`config.mk`:
```
export PLATFORM = sky130hd
export DESIGN_NAME = mode_machine
export DESIGN_NICKNAME = d
export VERILOG_FILES = /design/src/rtl/mode_machine.sv
export SDC_FILE = /design/constraint.sdc
export NUM_CORES = 1
export LEC_CHECK = 0
export ABC_CLOCK_PERIOD_IN_PS = 1400
export CORE_UTILIZATION = 33
export DETAILED_ROUTE_END_ITERATION = 16
export PLACE_DENSITY = 0.88
export SKIP_CTS_REPAIR_TIMING = 1
export SYNTH_ARGS = -nofsm -noshare
export SYNTH_HDL_FRONTEND = slang
export SYNTH_SLANG_ARGS = --single-unit
```
`constraint.sdc`:
```
create_clock -name clk -period 1.4 [get_ports clk]
set_clock_uncertainty 0.2 [all_clocks]
set_input_delay 0.21 -clock clk [delete_from_list [all_inputs] [get_ports clk]]
set_output_delay 0.21 -clock clk [all_outputs]
set_load 0.005 [all_outputs]
```
`src/rtl/mode_machine.sv`:
```
// mode_machine: mode-selected frame source for a downstream serializer.
//
// A 2-bit mode register picks one of four frame sources. The outputs are
// registered from the mode held before the edge, so a mode change shows at
// the outputs one cycle after the mode register takes it.
//
// Ports:
//   clk        in   1   system clock, rising edge
//   reset      in   1   asynchronous active-low reset
//   changeMode in   1   level enable: load modeSet into the mode register
//   modeSet    in   2   requested mode (00 BASE, 01 RBSWAP, 10 CYCLE, 11 BLANK)
//   send       in   1   manual transmit request, honoured in BASE only
//   Green/Red/Blue in 4 base-mode colour nibbles
//   rbSwap     in  96   precomputed frame for RBSWAP
//   colorCycle in  96   precomputed frame for CYCLE
//   go         out  1   registered transmit request
//   regVal     out 96   registered frame, pixel 7 in [95:84] .. pixel 0 in [11:0]

// pixelLane: holds one 12-bit pixel of the output frame and selects its
// next value from the current mode.
module pixelLane (
  input  logic        clk,
  input  logic        reset,
  input  logic [1:0]  mode,
  input  logic [11:0] basePix,
  input  logic [11:0] rbPix,
  input  logic [11:0] ccPix,
  output logic [11:0] pixQ
);
  logic [11:0] pixNext;

  always_comb begin
    pixNext = '0;
    case (mode)
      2'b00:   pixNext = basePix;
      2'b01:   pixNext = rbPix;
      2'b10:   pixNext = ccPix;
      default: pixNext = '0;
    endcase
  end

  always_ff @(posedge clk or negedge reset) begin
    if (!reset) pixQ <= '0;
    else        pixQ <= pixNext;
  end
endmodule

module mode_machine (
  input  logic        clk,
  input  logic        reset,
  input  logic        changeMode,
  input  logic [1:0]  modeSet,
  input  logic        send,
  input  logic [3:0]  Green,
  input  logic [3:0]  Red,
  input  logic [3:0]  Blue,
  input  logic [95:0] rbSwap,
  input  logic [95:0] colorCycle,
  output logic        go,
  output logic [95:0] regVal
);
  localparam int NUM_LANES = 8;
  localparam int PIX_W     = 12;

  typedef enum logic [1:0] {
    BASE   = 2'b00,
    RBSWAP = 2'b01,
    CYCLE  = 2'b10,
    BLANK  = 2'b11
  } mode_t;

  mode_t modeQ, modeNext;
  logic  goNext;

  logic [NUM_LANES-1:0][PIX_W-1:0] rbPix, ccPix, pixQ;
  logic [PIX_W-1:0]                basePix;

  assign rbPix   = rbSwap;
  assign ccPix   = colorCycle;
  assign basePix = {Green, Red, Blue};

  // Mode register. Reloading the current mode is harmless: same value.
  always_ff @(posedge clk or negedge reset) begin
    if (!reset) modeQ <= BASE;
    else        modeQ <= modeNext;
  end

  // Next mode and next go both come from the pre-edge mode, which is what
  // gives outputs their one-cycle lag behind the mode register.
  always_comb begin
    modeNext = modeQ;
    goNext   = 1'b1;
    if (changeMode) modeNext = mode_t'(modeSet);
    if (modeQ == BASE) goNext = send;
  end

  always_ff @(posedge clk or negedge reset) begin
    if (!reset) go <= 1'b0;
    else        go <= goNext;
  end

  genvar i;
  generate
    for (i = 0; i < NUM_LANES; i++) begin : gLane
      pixelLane lane (
        .clk     (clk),
        .reset   (reset),
        .mode    (modeQ),
        .basePix (basePix),
        .rbPix   (rbPix[i]),
        .ccPix   (ccPix[i]),
        .pixQ    (pixQ[i])
      );
    end
  endgenerate

  assign regVal = pixQ;
endmodule

```
=== Word-level counts from Yosys, hierarchy flattened ===
Cells that the tools add are included.
W data, S select, Z words.

* Bits in registers: 99
* Output and inout bits: 97
* Logic and storage cells: 22

* Equality and inequality tests: 2
* Multiplexer cells: 9
* Reductions and logical operators: 1

{| class="wikitable"
|+ Operators with widths
! kind !! number
|-
| $pmux W12 S3 || 8
|-
| $eq A2 B1 Y1 const B || 1
|-
| $eq A2 B2 Y1 const B || 1
|-
| $logic_not A2 Y1 || 1
|-
| $mux W1 || 1
|}

=== Depth between registers and ports, before layout ===
Gate-level depths: netlist of run 1.

* Word-level depth: 2
* Gate-level depth with buffers: 6
* Gate-level depth less buffers: 2

=== Cells and area by module ===
Synthesis of run 1 repeated with hierarchy kept, for this count alone.

* Cell total of the unflattened synthesis: 326
* Area, all modules: 4518.1 sq um

{| class="wikitable"
|+ By module, submodules not included
! module !! instances !! cells an instance !! area each (sq um) !! sequential area each (sq um)
|-
| pixelLane || 8 || 40 || 551.8 || 300.3
|-
| mode_machine || 1 || 6 || 103.8 || 75.1
|}

=== Worst setup path after synthesis of run 1 ===
Ideal clock, no wire load.

* Path type: reg-to-reg
* Start point: reg modeQ[0]
* End point: reg gLane[1].lane.pixQ[3]
* Library setup time: 125 ps
* Arrival: 1089 ps
* Slack: -13 ps
* Cell stages (with the launch flop): 7
* Path buffers: 4
* Cell sequence: dfrtp_1 buf_4 nor2b_4 buf_6 buf_6 buf_6 o2bb2ai_1

* Longest elaborated chain between the ends: 2

{| class="wikitable"
|+ RTL lines
! item !! line !! RTL
|-
| start, declared || 72 || <nowiki>mode_t modeQ, modeNext;</nowiki>
|-
| start signal, assigned || 85 || <nowiki>else modeQ <= modeNext;</nowiki>
|-
| $eq A2 B2 Y1, or another cell as far along || 34 || <nowiki>case (mode)</nowiki>
|-
| $pmux W12 S3 (*) || 34 ||
|-
| named net gLane[1].lane.pixNext[3] || 30 || <nowiki>logic [11:0] pixNext;</nowiki>
|-
| end signal, assigned || 44 || <nowiki>else pixQ <= pixNext;</nowiki>
|-
| end, declared || 28 || <nowiki>output logic [11:0] pixQ</nowiki>
|}

The timed path passes the listed nets; every way through them passes the cells marked *.
A chain may end at the register's enable or synchronous reset.

=== Worst setup path in the final report of run 1 ===
* Start point: reg modeQ[1]
* End point: reg gLane[6].lane.pixQ[7]

* Longest elaborated chain between the ends: 2

{| class="wikitable"
|+ RTL lines
! item !! line
|-
| $eq A2 B2 Y1, or another cell as far along || 34
|-
| $pmux W12 S3 (*) || 34
|-
| named net gLane[6].lane.pixNext[7] || 30
|-
| end signal, assigned || 44
|-
| end, declared || 28
|}

Marked as above.

==> flow_metrics.tcl, run 1 <==
set metrics [dict create \
    critPathMaxFanout 9 \
    status "finished, violations left" \
    grt_max_degree 54 \
    cp.arrival_ps 1540 \
    maxSlewHeadroom_pct 60.94 \
    core_area_um2 13830 \
    die_w_um 120.7 \
    cp_slowest_cell "dfrtp_4" \
    grt_usage_pct 24.73 \
    htree_levels 3 \
    gp_congestion 0.8854 \
    cts_tree "built" \
    clock-root-buffer "clkbuf_16" \
    diodes 0 \
    drt_iter0_drc 194 \
    port_buffers 306 \
    worstPathCellList "buf_4 -> buf_12 -> mux2i_1 -> o2bb2ai_1" \
    num_vias 4445 \
    syn_area_per_cell_um2 13.68 \
    rsz0062_at_grt "true" \
    hp-class "input port to asynchronous set/reset pin" \
    synth_fp_nets 550 \
    post-place-ws_ps -133.7 \
    routed_via_density 5.248 \
    multi_input_area_um2 2049 \
    ios 307 \
    power.leakage_nw 4.892 \
    area_growth_syn_to_layout_pct 97.12 \
    avgRoutedWirePerCell_um 23.73 \
    antenna_found_initial 0 \
    clk_latency_ps 340 \
    die_area_um2 14580 \
    drc 0 \
    rows 43 \
    ys_types 14 \
    seq_area_um2 2485 \
    dpl.cell_count 816 \
    power_density_nw_per_um2 1032 \
    hold_viol 0 \
    critical_path_class "flop to flop" \
    overflow 0 \
    critPathRequiredTime_ps 1400 \
    ys_ff_latch 99 \
    dp_hpwl_um 13570 \
    max_freq_mhz 651.8 \
    violations "setup timing" \
    crit_buf_inv 2 \
    ir_drop_v 0.0005087 \
    ys_seq_area_share_pct 53.25 \
    syn_area_um2 4652 \
    setup_viol 95 \
    dr.pass1.iters 4 \
    cts_buffer_depth 2 \
    maxCapViolations 0 \
    final_cells 847 \
    cp-start-kind "flop" \
    clk_pin_slew_worst_paths_ps 70 \
    ant_nets 0 \
    finalCritPeriodShare_pct 109.6 \
    start_util_pct 33.64 \
    maxSlewViolCount 0 \
    crit_family "flip-flops" \
    grt_pass1_wl_um 26120 \
    nets 872 \
    cts.sinks 99 \
    first_global_vias 4541 \
    worstSetupEndpointType "flop" \
    final_core_util_pct 66.32 \
    cpPeakStageDelay_ps 500 \
    fillers 969 \
    fin_area_um2 9170 \
    wirelength_um 20100 \
    numCtsBuffers 9 \
    place_area_um2 8138 \
    drive_above_1_share_pct 15.89 \
    period_minus_slack_ps 1534 \
    power_mw 9.463 \
    setup_ws_ps -134.2 \
    syn_inst 340 \
    die_h_um 120.7 \
    yosysWarnings 0 \
    worstMarginPinSlew_ps 585.9 \
]
cells in the mapped netlist:
master / count / share of area (%)
dfrtp_1: 99 / 53
mux2i_1: 96 / 21
o2bb2ai_1: 88 / 17
clkbuf_1: 19 / 1.5
buf_2: 8 / 0.86
buf_6: 8 / 1.9
o2bb2ai_2: 8 / 2.6
buf_4: 7 / 1.1
mux2_2: 2 / 0.48
buf_1: 1 / 0.081
buf_8: 1 / 0.32
clkbuf_4: 1 / 0.16
nor2b_4: 1 / 0.30
or3_1: 1 / 0.13
final cells by class:
| cell class | count | area share (%) |
|---|---|---|
| clock inverters | 7 | 1.787 |
| clock buffers | 9 | 2.456 |
| flip-flops and latches | 99 | 27.10 |
| multi-input cells | 196 | 22.35 |
| well taps | 180 | 2.456 |
| repair buffers | 356 | 43.85 |
per-stage QoR:
stage / hold slack, ps / TNS, ps
4_1_cts: -476.6 / -23150
6_report: 87.55 / -4726
5_1_grt: 101.3 / -9245
3_5_place_dp: -101.2 / -2887
2_1_floorplan: -285.6 / 0
3_3_place_gp: -108.0 / -784.5
logic make-up (layout without fill, tap and decap cells):
logic type / count (synthesis) / after routing / share of synthesized area [%]
compound gates: 96 / 96 / 19.15
buf+inv: 45 / 372 / 6.025
flops: 99 / 99 / 53.25
mux: 98 / 98 / 21.14
simple gates: 2 / 2 / 0.4304
registers in the layout (all words and copies together), names as in the netlist:
register	cells
go	1
modeQ	2
gLane.lane.pixQ	96
power by group:
part	internal, mW	switching, mW
registers	3.24	0.119
clock network	2.11	1.10
logic	1.74	1.16
per-layer routing:
layer	vias up	wire length, um	track usage (%)
li1	1931	-	-
met1	2202	7248	27.82
met2	257	10580	44.15
met3	55	1532	5.849
met4	0	745	11.19
met5	-	0	0
placed cells by master, fill, tap and decap left out, drive strengths merged, types with 2 or more instances in the layout:
cell type        n
clkbuf          13
dlymetal6s2s    96
bufinv           5
o2bb2ai         96
clkdlybuf4s50  208
mux2             2
buf             47
mux2i           96
dfrtp           99
clkinv           2
final timing paths:
| kind | from | end | slack (ps) | cells past startpoint |
|---|---|---|---|---|
| hold / removal | reset | gLane[5].lane.pixQ[11] | 90 | 2 |
| setup reg to reg | modeQ[1] | gLane[6].lane.pixQ[7] | -130 | 4 |
| setup / recovery | modeQ[1] | gLane[6].lane.pixQ[7] | -130 | 4 |
| max in group asynchronous | reset | modeQ[0] | 370 | 3 |
| min in group clk | rbSwap[15] | gLane[1].lane.pixQ[3] | 220 | 2 |
| hold reg to reg | modeQ[0] | go | 400 | 1 |
(Power assumes the default switching activity.)
==> run 2, diff against run 1 <==
--- a/config.mk
+++ b/config.mk
@@ -9,6 +9,7 @@
 export CORE_UTILIZATION = 33
 export DETAILED_ROUTE_END_ITERATION = 16
 export PLACE_DENSITY = 0.88
+export SETUP_SLACK_MARGIN = 0.5
 export SKIP_CTS_REPAIR_TIMING = 1
 export SYNTH_ARGS = -nofsm -noshare
 export SYNTH_HDL_FRONTEND = slang
==> flow_metrics.tcl, run 2 (synthesis results as in run 1) <==
set metrics [dict create \
    status "finished, violations left" \
    violations "hold timing, setup timing" \
    wirelength_um 19920 \
    largest_reg_flops 96 \
    crit_buf_inv 2 \
    use_met3_pct 6.840 \
    num_vias 4388 \
    post-place-ws_ps -102.3 \
    gr-usage-met2_pct 42.28 \
    cp.arrival_ps 1580 \
    worstRegToRegCells 4 \
    clk_pin_slew_worst_paths_ps 70 \
    crit_family "flip-flops" \
    seq_area_um2 2485 \
    r2r_setup_slack_ps -140 \
    die_w_um 120.7 \
    port_buffers 306 \
    power.switching_mw 2.367 \
    first_global_vias 4371 \
    grt_max_degree 55 \
    multi_input_area_um2 2165 \
    drive_above_1_share_pct 31.13 \
    critPathRequiredTime_ps 1440 \
    setup_viol 97 \
    final_cell_mix "clkdlybuf4s50_1 (208), dfrtp_1 (97), clkbuf_2 (96), mux2i_1 (92), o2bb2ai_1 (56)" \
    largest-register "gLane.lane.pixQ" \
    dp_hpwl_um 13330 \
    clock-root-buffer "clkbuf_16" \
    pwr-share-clk_pct 27.5 \
    clk_latency_ps 340 \
    drc 0 \
    maxSlewHeadroom_pct 62.80 \
    htree_levels 3 \
    routed_via_density 5.193 \
    die_h_um 120.7 \
    rsz0062_at_grt "true" \
    power_frac_seq_pct 40.5 \
    diodes 0 \
    overflow 0 \
    worstPathCellList "nor2b_4 -> buf_6 -> buf_12 -> o2bb2ai_1" \
    setup_ws_ps -142.3 \
    place_area_um2 8066 \
    critPathMaxFanout 6 \
    period_minus_slack_ps 1542 \
    maxSlewViolCount 0 \
    cts_tree "built" \
    hp-class "input port to asynchronous set/reset pin" \
    worst-path-stages 4 \
    worstSetupEndpointType "flop" \
    ant_nets 0 \
    cts_buffer_depth 2 \
    grt_util_met1_pct 28.18 \
    cpPeakStageDelay_ps 540 \
    worstMarginPinSlew_ps 558.0 \
    numCtsBuffers 9 \
    grt_pass1_wl_um 25810 \
    rows 43 \
    ir_drop_v 0.0005207 \
    power_density_nw_per_um2 992.2 \
    power_mw 8.352 \
    avgRoutedWirePerCell_um 23.57 \
    power.leakage_nw 3.762 \
    max_freq_mhz 648.4 \
    drt_iter0_drc 196 \
    switching_share_pct 28.34 \
    start_util_pct 33.64 \
    fin_tns_setup_ps -7833 \
    cts.sinks 99 \
    die_area_um2 14580 \
    antenna_found_initial 1 \
    fin_area_um2 8418 \
    hold_viol 99 \
    combPwrFrac_pct 32.0 \
    internal-power_mw 5.985 \
    whs_ps -419.2 \
    core_area_um2 13830 \
    finalCritPeriodShare_pct 110.2 \
    reg_top3 "gLane.lane.pixQ (96), modeQ (2), go (1)" \
    cp_slowest_cell "dfrtp_4" \
    dr.pass1.iters 4 \
    fillers 1051 \
    area_growth_syn_to_layout_pct 80.96 \
    grt_usage_pct 24.41 \
    gp_congestion 0.8136 \
    nets 871 \
    cp-start-kind "flop" \
    maxCapViolations 0 \
    critical_path_class "flop to flop" \
    top_usage_layer "met2" \
    final_common_cell "clkdlybuf4s50_1" \
    ios 307 \
]
run 2: changes by cell type in the layout (fill, tap and decap cells not counted), sizes merged:
cell / delta
clkbuf: +103
bufinv: -5
dlygate4sd3: -1
clkinv: -1
clkinvlp: +1
buf: -4
dlymetal6s2s: -95
run 2: final cells by class:
cell class	count	share of cell area [%]
clock buffer	13	2.973
tap	180	2.675
clock inverter	2	0.1486
timing repair buffer	355	38.97
multi-input combinational	196	25.71
sequential	99	29.52
run 2: worst paths after layout:
path / from / to
hold / removal: reset / gLane[0].lane.pixQ[3]
max in group asynchronous: reset / gLane[2].lane.pixQ[3]
setup reg to reg: modeQ[1] / gLane[3].lane.pixQ[1]
hold reg to reg: modeQ[0] / gLane[1].lane.pixQ[11]
min in group clk: rbSwap[3] / gLane[0].lane.pixQ[3]
setup / recovery: modeQ[1] / gLane[3].lane.pixQ[1]
run 2: through the flow:
stage	util, %	cells
after floorplan	-	340
after global placement	58.34	812
after detailed placement	58.34	812
after CTS	60.24	827
after global routing	60.88	845
final	60.88	845
run 2: layer usage:
layer	wire length (um)	part of all wire, %	up-vias
li1	-	-	1932
met1	7807	39	2171
met2	9888	50	240
met3	1617	8.1	43
met4	591	3.0	2
met5	13	0.065	-
run 2: power groups by stage:
stage / logic (mW) / registers (mW) / clock network, mW
6_report: 2.67 / 3.38 / 2.30
5_1_grt: 2.82 / 3.41 / 2.46
4_1_cts: 2.67 / 3.38 / 2.35
3_5_place_dp: 2.66 / 3.43 / 0
3_3_place_gp: 2.60 / 3.42 / 0
2_1_floorplan: 0.909 / 3.45 / 0
